===== src/rtl/rf_write_arbiter.sv =====
// Round-robin arbiter sharing the register file write port between the ALU (req0)
// and load (req1) writeback paths, with a one-entry output slot that absorbs hold.
module rf_write_arbiter #(
    parameter int DATA_W = 32,
    parameter int ADDR_W = 5
) (
    input  logic                   clock,
    input  logic                   reset,
    input  logic                   req0_valid,
    input  logic [ADDR_W-1:0]      req0_rd,
    input  logic [DATA_W-1:0]      req0_data,
    output logic                   req0_ready,
    input  logic                   req1_valid,
    input  logic [ADDR_W-1:0]      req1_rd,
    input  logic [DATA_W-1:0]      req1_data,
    output logic                   req1_ready,
    input  logic                   hold,
    output logic                   writereg,
    output logic [ADDR_W-1:0]      rd,
    output logic [DATA_W-1:0]      writedata,
    output logic [(1<<ADDR_W)-1:0] pending_mask,
    output logic                   last_grant
);

    typedef enum logic {P0 = 1'b0, P1 = 1'b1} prio_t;

    prio_t               prio;
    logic                slot_valid;
    logic [ADDR_W-1:0]   slot_rd;
    logic [DATA_W-1:0]   slot_data;

    logic                can_accept;
    logic                grant0;
    logic                grant1;
    logic                xfer;
    logic [ADDR_W-1:0]   win_rd;
    logic [DATA_W-1:0]   win_data;

    // Slot is empty or draining this cycle, so a new write can land behind it.
    assign can_accept = !slot_valid || !hold;

    assign grant0 = req0_valid && (!req1_valid || (prio == P0));
    assign grant1 = req1_valid && (!req0_valid || (prio == P1));

    // Readies are forced low while reset is asserted so nothing is consumed.
    assign req0_ready = grant0 && can_accept && reset;
    assign req1_ready = grant1 && can_accept && reset;

    assign xfer     = (req0_valid && req0_ready) || (req1_valid && req1_ready);
    assign win_rd   = grant1 ? req1_rd   : req0_rd;
    assign win_data = grant1 ? req1_data : req0_data;

    assign writereg  = slot_valid && !hold;
    assign rd        = slot_rd;
    assign writedata = slot_data;

    always_comb begin
        pending_mask = '0;
        if (slot_valid) begin
            pending_mask[slot_rd] = 1'b1;
        end
    end

    // Slot / priority update; writes to x0 are consumed without occupying the slot.
    always_ff @(posedge clock or negedge reset) begin
        if (!reset) begin
            slot_valid <= 1'b0;
            slot_rd    <= '0;
            slot_data  <= '0;
            prio       <= P0;
            last_grant <= 1'b0;
        end else begin
            if (xfer) begin
                prio       <= grant1 ? P0 : P1;
                last_grant <= grant1;
            end
            if (xfer && (win_rd != '0)) begin
                slot_valid <= 1'b1;
                slot_rd    <= win_rd;
                slot_data  <= win_data;
            end else if (writereg) begin
                slot_valid <= 1'b0;
            end
        end
    end

endmodule


===== config.mk =====
export PLATFORM = sky130hd
export DESIGN_NAME = rf_write_arbiter
export DESIGN_NICKNAME = d
export VERILOG_FILES = /design/src/rtl/rf_write_arbiter.sv
export SDC_FILE = /design/constraint.sdc
export NUM_CORES = 1
export LEC_CHECK = 0
export CAP_MARGIN = 40
export CORE_MARGIN = 2
export CORE_UTILIZATION = 37
export DETAILED_ROUTE_END_ITERATION = 10
export PLACE_DENSITY = 0.9
export SLEW_MARGIN = 20
export SYNTH_ARGS = -nofsm -noshare
export SYNTH_HDL_FRONTEND = slang
export SYNTH_SLANG_ARGS = --single-unit

===== constraint.sdc =====
create_clock -name clock -period 2.8 [get_ports clock]
set_input_delay 0.7 -clock clock [delete_from_list [all_inputs] [get_ports clock]]
set_output_delay 0.7 -clock clock [all_outputs]
set_load 0.05 [all_outputs]

==> impl_metrics.yaml, run 1 <==
sta:
  unrepaired_setup_endpoints_after_global_routing: "false"
  setup_violations: 0
  tightest_slew_ps: 531.0
  setup_tns_ps: 0
  maximum_clock_rate_mhz: 381.5
  slew_viol_final: 0
  worst_clock_skew_ps: 3.606
  timing.final.crit_period_ps: 2621
  max-slew-margin-rel_pct: 64.49
  layout_worst_path_cycle_share_pct: 93.62
  hold_violations: 0
final_layout:
  fillers: 511
  area.growth.synth_to_final_pct: 72.11
  antenna_cells: 0
  final_layout_size_suffix_gt1_share_pct: 28.53
  postLayoutCellArea_um2: 4208
  design.final.nets: 446
place:
  dp_hpwl_um: 5722
  globalplace.congestion: 0.8485
  placed_cell_areas_um2: 4091
  place.port_buffers: 151
cts:
  cts_tree: "built"
  ctsRootBufferMaster: "clkbuf_8"
  cts_buffer_depth: 2
  clock_slew_at_reported_path_ffs_ps: 80
  hold_buffers: 0
  cts_setup_buffers: 0
  cts_inserted_buffers: 5
  clk-insertion-delay-late_ps: 290
  cts.sinks: 40
  cts.htree.levels: 2
yosys:
  synth.net_count: 287
  yosysTopAreaCell: "dfrtp_1"
  synth_cell_types: 34
  synth_ff_type: "dfrtp_1"
  yosysWarnings: 0
  ys_seq_area_share_pct: 40.94
  synth_async_sr_flop_share_pct: 100.0
  number_of_synthesized_flops_with_an_enable_pin: 0
  post_synth_instance_area_um2: 2445
  synth_top_cells_by_area: "dfrtp_1 (41%), mux2_4 (18%), mux2_2 (17%), nor2_1 (5.1%), buf_6 (1.8%)"
  synth_cells: 208
  synth_top_area_share_pct: 40.94
  syn_area_per_cell_um2: 11.75
  synthMostInstantiatedCell: "dfrtp_1"
  ys_ff_latch: 40
  netlist_top_cells_count: "dfrtp_1 (40), mux2_2 (37), nor2_1 (33)"
critical_path:
  reg2reg_to: "writedata[1]"
  cp_cell_instances: "clkdlybuf4s50_1 > a21boi_2 > nand2_1 > a21oi_2 > buf_12"
  crit_type: "in -> out"
  ff2ff_setup_slack_ps: 790
  worst-endpoint-arrival_ps: 1920
  worst_r2r_path_depth: 5
  worst_flop_to_flop_path_startpoint: "slot_valid"
  path_delay_family: "buffers and inverters"
  end_kind: "output pin"
  cp_max_fo: 5
  timing.critical_path.slowest_stage_cell: "clkdlybuf4s50_1"
  critical_path_buf_inv_count: 2
  worstPathRequired_ps: 2100
  setup.worst_path.start_class: "input pin"
  critPathMaxStageDelay_ps: 490
worst_hold_path:
  hold_path_depth: 1
  min_to: "writedata[4]"
  timing.hold.worst.class: "reg -> reg"
  min_from: "writedata[4]"
drt:
  drc: 0
  detailroute.via_count: 2277
  iter_0_drt_violations: 36
  detail_route.vias_per_cell: 5.117
  drt_pass1_iterations: 5
  route.antenna.remaining_nets: 0
  routed_wirelength_um: 7336
  wl_per_cell_um: 16.49
global_routing:
  pin_count_of_the_biggest_net_entering_global_routing: 41
  global_route.usage.total_pct: 20.63
  grt_most_used_layer: "met2"
  grtUsageMet3_pct: 5.350
  grt.overflow.total: 0
  grt_antenna_before_repair: 0
  gr-usage-met2_pct: 39.35
  grt_pass1_wl_um: 11800
  number_of_global_route_vias_before_repair: 2396
  use_met1_pct: 22.17
outcome:
  status: "complete, no violations"
pwr:
  power_density_nw_per_um2: 648.8
  power.total_mw: 2.730
  leakage_nw: 2.003
  vdd_drop_max_uv: 355.2
die:
  core_footprint_um2: 6386
  floorplan.rows: 29
  io_pins: 152
  chipWidth_um: 85.29
  design.die.area_um2: 7274
  floorplan.initialDensity_pct: 38.28
  die_height_um: 85.29
flow_run:
  cap_violations: 0
-- sequential cells by signal, indices dropped and copies added, names as in the netlist --
name	cells
slot_valid	1
last_grant	1
prio	1
writedata	32
rd	5
-- report_power, final --
group,switching [mW],total [mW],leakage [nW],internal (mW)
clock,0.210,0.409,0.0434,0.200
combinational,0.871,1.50,1.49,0.628
sequential,0.103,0.822,0.469,0.718
total,1.18,2.73,2.00,1.55
-- cell usage in the layout, fill, tap and decap left out, types with 2 or more instances in the layout --
cell / count
buf_12: 5
nand2_1: 6
clkinvlp_4: 2
buf_4: 16
nor4_1: 2
and3_1: 3
o22ai_1: 2
o21bai_1: 3
inv_1: 6
clkdlybuf4s50_1: 115
or2_2: 2
mux2_4: 29
or3_1: 2
mux2_2: 37
dlygate4sd2_1: 12
nor2_1: 33
dfrtp_1: 40
nand3_1: 8
a211oi_1: 2
clkbuf_8: 6
a21boi_0: 2
dlymetal6s2s_1: 12
mux2i_1: 2
a21oi_1: 4
o311ai_0: 2
-- worst max-delay path by stage --
stage                     slack (ps)  depth (start not counted)          endpoint        from
after global placement           120                          6      writedata[3]        hold
after global routing             110                          5        req0_ready        hold
after floorplan                  150                          3  pending_mask[20]       rd[2]
after detailed placement          70                          6     writedata[19]  req0_rd[3]
after CTS                         20                          3  pending_mask[10]  slot_valid
final                            180                          5        req0_ready        hold
-- layout make-up --
| type | instances | area (µm²) | share of cell area (%) |
|---|---|---|---|
| Clock buffer | 6 | 82.58 | 1.963 |
| Multi-Input combinational cell | 153 | 1359 | 32.29 |
| Inverter | 6 | 22.52 | 0.5352 |
| Tap cell | 77 | 96.34 | 2.290 |
| Clock inverter | 2 | 15.01 | 0.3568 |
| Timing Repair Buffer | 161 | 1632 | 38.77 |
| Sequential cell | 40 | 1001 | 23.79 |
-- through the flow --
stage                     cells  hold WS (ps)  setup slack, ps  utilization (%)
after global placement      437         489.0            115.2            64.07
after detailed placement    437         492.4            72.81            64.07
final                       445         511.6            178.6            65.89
after global routing        445         525.7            105.6            65.89
after CTS                   445         517.0            20.05            65.36
after floorplan             208         404.4            150.8                -
-- repair_timing --
item	4_1_cts	5_1_grt
setup endpoints to repair	12	13
cloned	0	0
resized for setup	12	13
-- cells by family after synthesis --
group | Yosys count | share of synthesized area [%]
AOI/OAI and AO/OA | 23 | 8.035
buffers and inverters | 15 | 3.633
DFF | 40 | 40.94
muxes | 68 | 35.67
and+or+nand+nor | 62 | 11.72
-- layer usage --
metal / vias up / share of wire, %
met3: 13 / 8.8
met2: 132 / 53
met5: - / 0
li1: 1061 / -
met1: 1071 / 37
met4: 0 / 1.3
(Power assumes the default switching activity.)
==> run 2, diff against run 1 <==
--- a/config.mk
+++ b/config.mk
@@ -5,7 +5,7 @@
 export SDC_FILE = /design/constraint.sdc
 export NUM_CORES = 1
 export LEC_CHECK = 0
-export CAP_MARGIN = 40
+export CAP_MARGIN = 20
 export CORE_MARGIN = 2
 export CORE_UTILIZATION = 37
 export DETAILED_ROUTE_END_ITERATION = 10
==> results of run 2 <==
Same layout as run 1: the final DEF is identical, and so are final timing and power.
==> run 3, diff against run 2 <==
--- a/config.mk
+++ b/config.mk
@@ -6,6 +6,7 @@
 export NUM_CORES = 1
 export LEC_CHECK = 0
 export CAP_MARGIN = 20
+export CORE_ASPECT_RATIO = 0.7
 export CORE_MARGIN = 2
 export CORE_UTILIZATION = 37
 export DETAILED_ROUTE_END_ITERATION = 10
==> run 3 against run 2 <==
Net effect:
- total power up 2.0%
- flip-flop and latch count unchanged
- maximum frequency down 1.6%
- sequential power up 0.5%
- setup slack worse by 43 ps
- register-to-register slack better by 50 ps
- clock power up 12%
- via count down 0.35%
- non-clock buffer count down 1
- clock skew up 4.7 ps
- count of clock-buffer cells in the layout unchanged
- largest cell class unchanged
- largest power group unchanged
==> impl_metrics.yaml, run 3 (synthesis gave the netlist of run 1 again) <==
cts:
  post_cts_resized: 7
  cts_tree: "built"
  cts_inserted_buffers: 5
  hold_buffers: 0
  clk-insertion-delay-late_ps: 290
  cts.sinks: 40
  cts_buffer_depth: 2
  clock_slew_at_reported_path_ffs_ps: 70
  cts.htree.levels: 2
  cts_setup_buffers: 0
  ctsRootBufferMaster: "clkbuf_8"
critical_path:
  cp_max_fo: 5
  setup.worst_path.start_class: "input pin"
  reg2reg_to: "writedata[2]"
  worst-endpoint-arrival_ps: 1960
  path_delay_family: "buffers and inverters"
  ff2ff_setup_slack_ps: 840
  critical_path_buf_inv_count: 2
  timing.critical_path.slowest_stage_cell: "clkdlybuf4s50_1"
  worstPathRequired_ps: 2100
  critPathMaxStageDelay_ps: 450
  worst_r2r_path_depth: 5
  crit_type: "in -> out"
  worst_flop_to_flop_path_startpoint: "slot_valid"
  end_kind: "output pin"
  cp_cell_instances: "clkdlybuf4s50_1 > a21boi_2 > nand2_1 > a21oi_1 > buf_12"
global_routing:
  gr-usage-met2_pct: 36.13
  grtUsageMet3_pct: 5.973
  grt_most_used_layer: "met2"
  grt.overflow.total: 0
  grt_antenna_before_repair: 0
  number_of_global_route_vias_before_repair: 2295
  use_met1_pct: 24.06
  pin_count_of_the_biggest_net_entering_global_routing: 41
  grt_pass1_wl_um: 11500
  global_route.usage.total_pct: 20.45
final_layout:
  fillers: 478
  mostFrequentLayoutCell: "clkdlybuf4s50_1"
  antenna_cells: 0
  design.final.nets: 445
  final_layout_size_suffix_gt1_share_pct: 27.79
  final_cell_count_no_fill: 445
  layout.cells.most_common_list: "clkdlybuf4s50_1 (115), dfrtp_1 (40), mux2_2 (37), nor2_1 (33), mux2_4 (29)"
  area.growth.synth_to_final_pct: 72.88
  largest_register_ff_count: 32
sta:
  hold_violations: 0
  worst_hold_slack_ps: 490.8
  timing.final.crit_period_ps: 2664
  max-slew-margin-rel_pct: 63.94
  slew_viol_final: 0
  worst_clock_skew_ps: 8.287
  finalWorstSetupSlack_ps: 135.9
  maximum_clock_rate_mhz: 375.4
  setup_tns_ps: 0
  setup_violations: 0
  unrepaired_setup_endpoints_after_global_routing: "false"
  tightest_slew_ps: 540.0
  layout_worst_path_cycle_share_pct: 95.14
drt:
  detailroute.via_count: 2269
  drt_pass1_iterations: 4
  drc: 0
  iter_0_drt_violations: 69
  detail_route.vias_per_cell: 5.099
  routed_wirelength_um: 7645
  route.antenna.remaining_nets: 0
  wl_per_cell_um: 17.18
place:
  dp_hpwl_um: 5981
  globalplace.congestion: 0.8890
  place.port_buffers: 151
  pre_cts_ws_ps: 88.54
  dp_cells: 437
die:
  design.die.area_um2: 7284
  core_footprint_um2: 6306
  chipWidth_um: 101.2
  die_height_um: 72.01
  floorplan.initialDensity_pct: 38.77
  floorplan.rows: 24
  io_pins: 152
flow_run:
  cap_violations: 0
pwr:
  power_density_nw_per_um2: 658.8
  leakage_nw: 2.080
  vdd_drop_max_uv: 289.4
worst_hold_path:
  timing.hold.worst.class: "in -> async"
outcome:
  status: "complete, no violations"
[run 3: where the power goes]
group | internal (mW) | switching [mW] | total (mW) | leakage, nW
clock network | 0.264 | 0.192 | 0.457 | 0.0552
logic | 0.629 | 0.872 | 1.50 | 1.56
registers | 0.719 | 0.108 | 0.826 | 0.469
[run 3: final cells by class]
class,count,area (µm²),area share (%)
Inverter,6,22.52,0.5329
Sequential cell,40,1001,23.68
Clock buffer,6,72.57,1.717
Tap cell,78,97.59,2.309
Multi-Input combinational cell,153,1355,32.06
Timing Repair Buffer,160,1643,38.87
Clock inverter,2,35.03,0.8289
[run 3: worst reg2reg max path, stage by stage, from the launching register on]
cell      delay [ps]
dfrtp_1          450
a21boi_2         280
o21ai_2          120
a311oi_4         330
buf_12           270
mux2_2           380
[run 3: metal layers]
metal  vias up  share of wire, %
met1      1088                39
met2       106                50
li1       1062                 -
met4         0               2.3
met3        13               8.4
met5         -                 0
[run 3: how the worst max path moves through the flow]
stage / to / slack (ps) / from / cells past startpoint
finish: req0_ready / 140 / hold / 5
global route: req0_ready / 20 / hold / 5
CTS: pending_mask[6] / 4 / rd[0] / 4
detailed placement: writedata[8] / 90 / req0_rd[2] / 6
global placement: writedata[2] / 130 / req0_valid / 6
floorplan: pending_mask[20] / 150 / rd[2] / 3
[run 3: metrics by stage]
stage | utilization, % | area, µm² | total power [mW]
after floorplan | - | 2445 | 1.777
after global placement | 64.78 | 4085 | 2.307
after detailed placement | 64.78 | 4085 | 2.344
after CTS | 66.35 | 4184 | 2.808
after global routing | 67.02 | 4227 | 2.909
final | 67.02 | 4227 | 2.784
